$ cat config.mk
export PLATFORM = sky130hd
export DESIGN_NAME = boot_uart_loader
export DESIGN_NICKNAME = d
export VERILOG_FILES = /design/src/rtl/boot_uart_loader.sv
export SDC_FILE = /design/constraint.sdc
export NUM_CORES = 1
export LEC_CHECK = 0
export CAP_MARGIN = 20
export CORE_MARGIN = 3
export CORE_UTILIZATION = 35
export CTS_BUF_LIST = sky130_fd_sc_hd__clkbuf_4 sky130_fd_sc_hd__clkbuf_8
export DETAILED_ROUTE_END_ITERATION = 8
export PLACE_DENSITY_LB_ADDON = 0.08
export SETUP_SLACK_MARGIN = 0.3
export SLEW_MARGIN = 20
export SYNTH_ARGS = -nofsm -noshare
export SYNTH_HDL_FRONTEND = slang
export SYNTH_SLANG_ARGS = --single-unit
$ cat constraint.sdc
create_clock -name clk -period 3.13 [get_ports clk]
set_clock_uncertainty 0.05 [all_clocks]
set_input_delay 0.626 -clock clk [delete_from_list [all_inputs] [get_ports clk]]
set_output_delay 0.626 -clock clk [all_outputs]
set_load 0.005 [all_outputs]
$ cat src/rtl/boot_uart_loader.sv
// UART boot-image loader: packs received bytes big-endian into 32-bit words,
// writes them to consecutive boot-memory addresses and validates a trailing XOR checksum.
module boot_uart_loader #(
    parameter int DATA_WIDTH = 32,
    parameter int ADDR_WIDTH = 20,
    parameter int WORD_COUNT = 'h120
) (
    input  logic                  clk,
    input  logic                  rst,
    input  logic                  start,
    input  logic                  rx_valid,
    input  logic [7:0]            rx_data,
    output logic                  rx_ready,
    output logic                  boot_mem_wr_en,
    output logic [ADDR_WIDTH-1:0] boot_mem_addr,
    output logic [DATA_WIDTH-1:0] boot_mem_wr_data,
    output logic                  load_done,
    output logic                  load_error
);

    // WORD_COUNT may equal 2^ADDR_WIDTH, so only the last index is kept at address width.
    localparam logic [ADDR_WIDTH-1:0] LAST_WORD = ADDR_WIDTH'(WORD_COUNT - 1);

    typedef enum logic [2:0] {
        IDLE  = 3'd0,
        RECV  = 3'd1,
        WRITE = 3'd2,
        CHECK = 3'd3,
        DONE  = 3'd4,
        ERROR = 3'd5
    } state_t;

    state_t                state;
    state_t                state_next;
    logic [1:0]            byte_cnt;
    logic [ADDR_WIDTH-1:0] word_cnt;
    logic [DATA_WIDTH-1:0] word_reg;
    logic [7:0]            csum;
    logic                  rx_fire;
    logic                  start_ok;

    assign rx_fire = rx_valid & rx_ready;

    always_ff @(posedge clk or posedge rst) begin
        if (rst) begin
            state <= IDLE;
        end else begin
            state <= state_next;
        end
    end

    always_comb begin
        state_next       = state;
        start_ok         = 1'b0;
        rx_ready         = 1'b0;
        boot_mem_wr_en   = 1'b0;
        load_done        = 1'b0;
        load_error       = 1'b0;
        boot_mem_addr    = word_cnt;
        boot_mem_wr_data = word_reg;
        case (state)
            IDLE: begin
                if (start) begin
                    start_ok   = 1'b1;
                    state_next = RECV;
                end
            end
            RECV: begin
                rx_ready = 1'b1;
                if (rx_fire && byte_cnt == 2'd3) begin
                    state_next = WRITE;
                end
            end
            WRITE: begin
                boot_mem_wr_en = 1'b1;
                state_next     = (word_cnt == LAST_WORD) ? CHECK : RECV;
            end
            CHECK: begin
                rx_ready = 1'b1;
                if (rx_fire) begin
                    state_next = (rx_data == csum) ? DONE : ERROR;
                end
            end
            DONE: begin
                load_done = 1'b1;
                if (start) begin
                    start_ok   = 1'b1;
                    state_next = RECV;
                end
            end
            ERROR: begin
                load_error = 1'b1;
                if (start) begin
                    start_ok   = 1'b1;
                    state_next = RECV;
                end
            end
            default: state_next = IDLE;
        endcase
    end

    // The checksum byte itself is compared in CHECK and never folded into csum.
    always_ff @(posedge clk or posedge rst) begin
        if (rst) begin
            byte_cnt <= 2'd0;
            word_cnt <= '0;
            word_reg <= '0;
            csum     <= 8'd0;
        end else if (start_ok) begin
            byte_cnt <= 2'd0;
            word_cnt <= '0;
            word_reg <= '0;
            csum     <= 8'd0;
        end else begin
            if (state == RECV && rx_fire) begin
                word_reg <= {word_reg[DATA_WIDTH-9:0], rx_data};
                csum     <= csum ^ rx_data;
                byte_cnt <= byte_cnt + 2'd1;
            end
            if (state == WRITE && word_cnt != LAST_WORD) begin
                word_cnt <= word_cnt + ADDR_WIDTH'(1);
            end
        end
    end

endmodule

==> impl_metrics.py, run 1 <==
metrics = {
    "routing": {
        "wl_per_cell_um": 14.3,
        "vias": 2543,
        "drtAntennaViolNets": 0,
        "drt_iter0_markers": 138,
        "drc": 0,
        "drtPass1Iterations": 4,
        "routed_wl_mm": 7.25,
        "vias_per_cell": 5.03,
    },
    "timing": {
        "fin_crit_sh_pct": 85.5,
        "worst_slew_pin_slew_ns": 1.03,
        "finalHoldViolCount": 0,
        "max_freq_mhz": 373,
        "fin_tns_setup_ns": 0,
        "rsz0062_at_grt": "no",
        "maxSlewHeadroom_pct": 31.1,
        "finalCriticalPeriod_ns": 2.68,
        "fin_ws_ns": 0.452,
        "hold-worst-slack_ns": 0.440,
        "report.final.slew_viol_count": 0,
        "setup_viol": 0,
    },
    "final_layout": {
        "finalCoreUtilization_pct": 48.3,
        "drive_gt1_share_pct": 9.23,
        "nets": 410,
        "layout.cells.non_filler": 506,
        "diodes": 0,
        "multi_input_area_um2": 1340,
        "final_cell_mix": "nand2_1, clkdlybuf4s50_1, dfrtp_1",
        "fillers": 810,
        "area_growth_pct": 31.5,
        "regArea_um2": 1630,
        "final_cell_area_um2": 4030,
        "final_common_cell": "nand2_1",
    },
    "yosys": {
        "synth_cells": 327,
        "synth-warning-count": 0,
        "syn_nets": 341,
        "synthFlopType": "dfrtp_1",
        "avgSynthCellArea_um2": 9.37,
        "async_reset_ff_share_pct": 100,
        "yosysUniqueCellTypes": 49,
        "syn-cell-area_um2": 3060,
        "synth_area_leader_cell": "dfrtp_1",
        "ys_ff_latch": 65,
        "ys_seq_area_share_pct": 53.1,
        "synth_edf_count": 0,
        "yosys.area.top_type_share_pct": 53.1,
        "netlist_top_cells_area": "dfrtp_1, nand2_1, nand3_1, o21ai_1, xor2_1",
    },
    "clock_network": {
        "cts-hold-fix-buffers": 0,
        "clock-sinks": 65,
        "post_cts_buffers": 0,
        "cts_made_buffers": 9,
        "clk_pin_slew_ns": 0.07,
        "clk_latency_ns": 0.33,
        "ctsLongestPathBuffers": 2,
        "cts_tree": "done",
        "cts_resized": 0,
        "cts-root-buf": "clkbuf_8",
        "ctsHtreeMaxLevel": 3,
    },
    "critical_path": {
        "rr_worst_depth": 4,
        "rr_startpoint": "state[0]",
        "path_class": "flip-flop to primary output",
        "arrival_ns": 2.00,
        "regToRegSetupSlack_ns": 0.92,
        "crit_path_end_kind": "primary output",
        "crit_path_start": "state[1]",
        "crit_path_end": "boot_mem_wr_en",
        "cp-start-kind": "flip-flop",
        "cp_max_fo": 11,
        "reg2reg_to": "boot_mem_addr[3]",
        "crit_required_ns": 2.45,
    },
    "power": {
        "vdd_drop_max_mv": 0.456,
        "p_per_area_nw_per_um2": 776,
        "cellLeakagePower_nw": 1.85,
        "power_mw": 3.12,
    },
    "floorplan": {
        "die_h_um": 99.6,
        "dieArea_um2": 9910,
        "die_w_um": 99.6,
        "io_pins": 68,
        "rows": 33,
        "start_util_pct": 36.7,
        "core_um2": 8340,
    },
    "grt": {
        "grtUsageTotal_pct": 15.6,
        "grt_pass1_wl_mm": 12.5,
        "grt_pass1_vias": 2504,
        "grt_max_degree": 66,
        "grt_antenna_before_repair": 0,
        "grt_overflow_total": 0,
    },
    "run": {
        "max_cap_viol_count": 0,
    },
    "placed_design": {
        "postPlaceCellArea_um2": 3840,
        "dp.cells": 490,
        "place_hpwl_mm": 4.82,
        "port-buffer-count": 67,
        "post-place-ws_ns": 0.639,
        "gp_congestion": 0.793,
    },
    "status": {
        "outcome": "completed",
    },
    "worst_hold_path": {
        "hp-class": "flip-flop to flip-flop",
    },
}
## registers in the layout, indices dropped and copies added (netlist names)
register,cells
boot_mem_addr,20
csum,8
byte_cnt,2
boot_mem_wr_data,32
state,3
## worst min-delay path by stage
stage | from | endpoint | depth (start not counted)
CTS | csum[0] | csum[0] | 1
finish | csum[0] | csum[0] | 1
global placement | byte_cnt[0] | byte_cnt[0] | 1
floorplan | byte_cnt[0] | byte_cnt[0] | 1
global route | csum[6] | csum[6] | 1
detailed placement | csum[1] | csum[1] | 1
## kinds of logic after synthesis
kind of cell | after synthesis | synth area share (%)
adders and majority gates | 2 | 0.817
AOI/OAI and AO/OA | 47 | 9.36
buffers and inverters | 18 | 3.06
DFF | 65 | 53.1
and+or+nand+nor | 178 | 28.8
muxes | 1 | 0.327
xor gates and xnor gates | 16 | 4.58
## critical path: stages (launching register included)
cell and delay [ns]:
dfrtp_1 0.53, or3b_4 0.48, clkinv_2 0.15, clkdlybuf4s50_1 0.52
## report_power, final
| group | switching [mW] | internal (mW) | total, mW |
|---|---|---|---|
| registers | 0.215 | 1.08 | 1.29 |
| logic | 0.580 | 0.555 | 1.14 |
| clock network | 0.323 | 0.373 | 0.695 |
## per-layer routing
| layer | routed length (um) | vias up | GRT usage (%) |
|---|---|---|---|
| met4 | 74 | 0 | 5.99 |
| met2 | 3180 | 48 | 22.3 |
| met1 | 3680 | 1228 | 23.3 |
| met3 | 308 | 7 | 2.88 |
| met5 | 0 | - | 0 |
| li1 | - | 1260 | - |
## cell type report
cell class / count / share of cell area (%)
clock inverter: 6 / 1.46
tap: 105 / 3.26
clock buffer: 10 / 3.26
timing repair buffer: 72 / 17.9
inverter: 4 / 0.404
sequential: 65 / 40.4
multi-input combinational: 244 / 33.3
## cells in the mapped netlist (2+ instances only)
cell	instances
nor4_4	2
nand4_2	2
xnor2_1	6
dfrtp_1	65
nand2b_1	2
xor2_1	10
o21ai_2	2
inv_1	3
clkbuf_1	6
nand3_1	40
ha_1	2
a21oi_1	7
or3_1	5
o2111ai_1	2
nand2_1	81
nand4_1	2
nor3_1	3
o21ai_1	18
nor2_1	22
o22ai_1	2
buf_6	2
nor4_1	3
buf_2	5
o211ai_1	2
and3_1	2
o21ai_0	8
Note: power is estimated with default switching activity, not from simulation.
==> inputs of run 2 (changes only) <==
--- a/config.mk
+++ b/config.mk
@@ -11,7 +11,8 @@
 export CTS_BUF_LIST = sky130_fd_sc_hd__clkbuf_4 sky130_fd_sc_hd__clkbuf_8
 export DETAILED_ROUTE_END_ITERATION = 8
 export PLACE_DENSITY_LB_ADDON = 0.08
-export SETUP_SLACK_MARGIN = 0.3
+export SETUP_SLACK_MARGIN = 0.15
+export SKIP_CTS_REPAIR_TIMING = 1
 export SLEW_MARGIN = 20
 export SYNTH_ARGS = -nofsm -noshare
 export SYNTH_HDL_FRONTEND = slang
==> results of run 2 <==
Final layout, timing and power as in run 1 (identical DEF).
==> inputs of run 3 (changes only) <==
--- a/config.mk
+++ b/config.mk
@@ -5,7 +5,7 @@
 export SDC_FILE = /design/constraint.sdc
 export NUM_CORES = 1
 export LEC_CHECK = 0
-export CAP_MARGIN = 20
+export CAP_MARGIN = 0
 export CORE_MARGIN = 3
 export CORE_UTILIZATION = 35
 export CTS_BUF_LIST = sky130_fd_sc_hd__clkbuf_4 sky130_fd_sc_hd__clkbuf_8
==> results of run 3 <==
Final layout, timing and power as in run 1 (identical DEF).
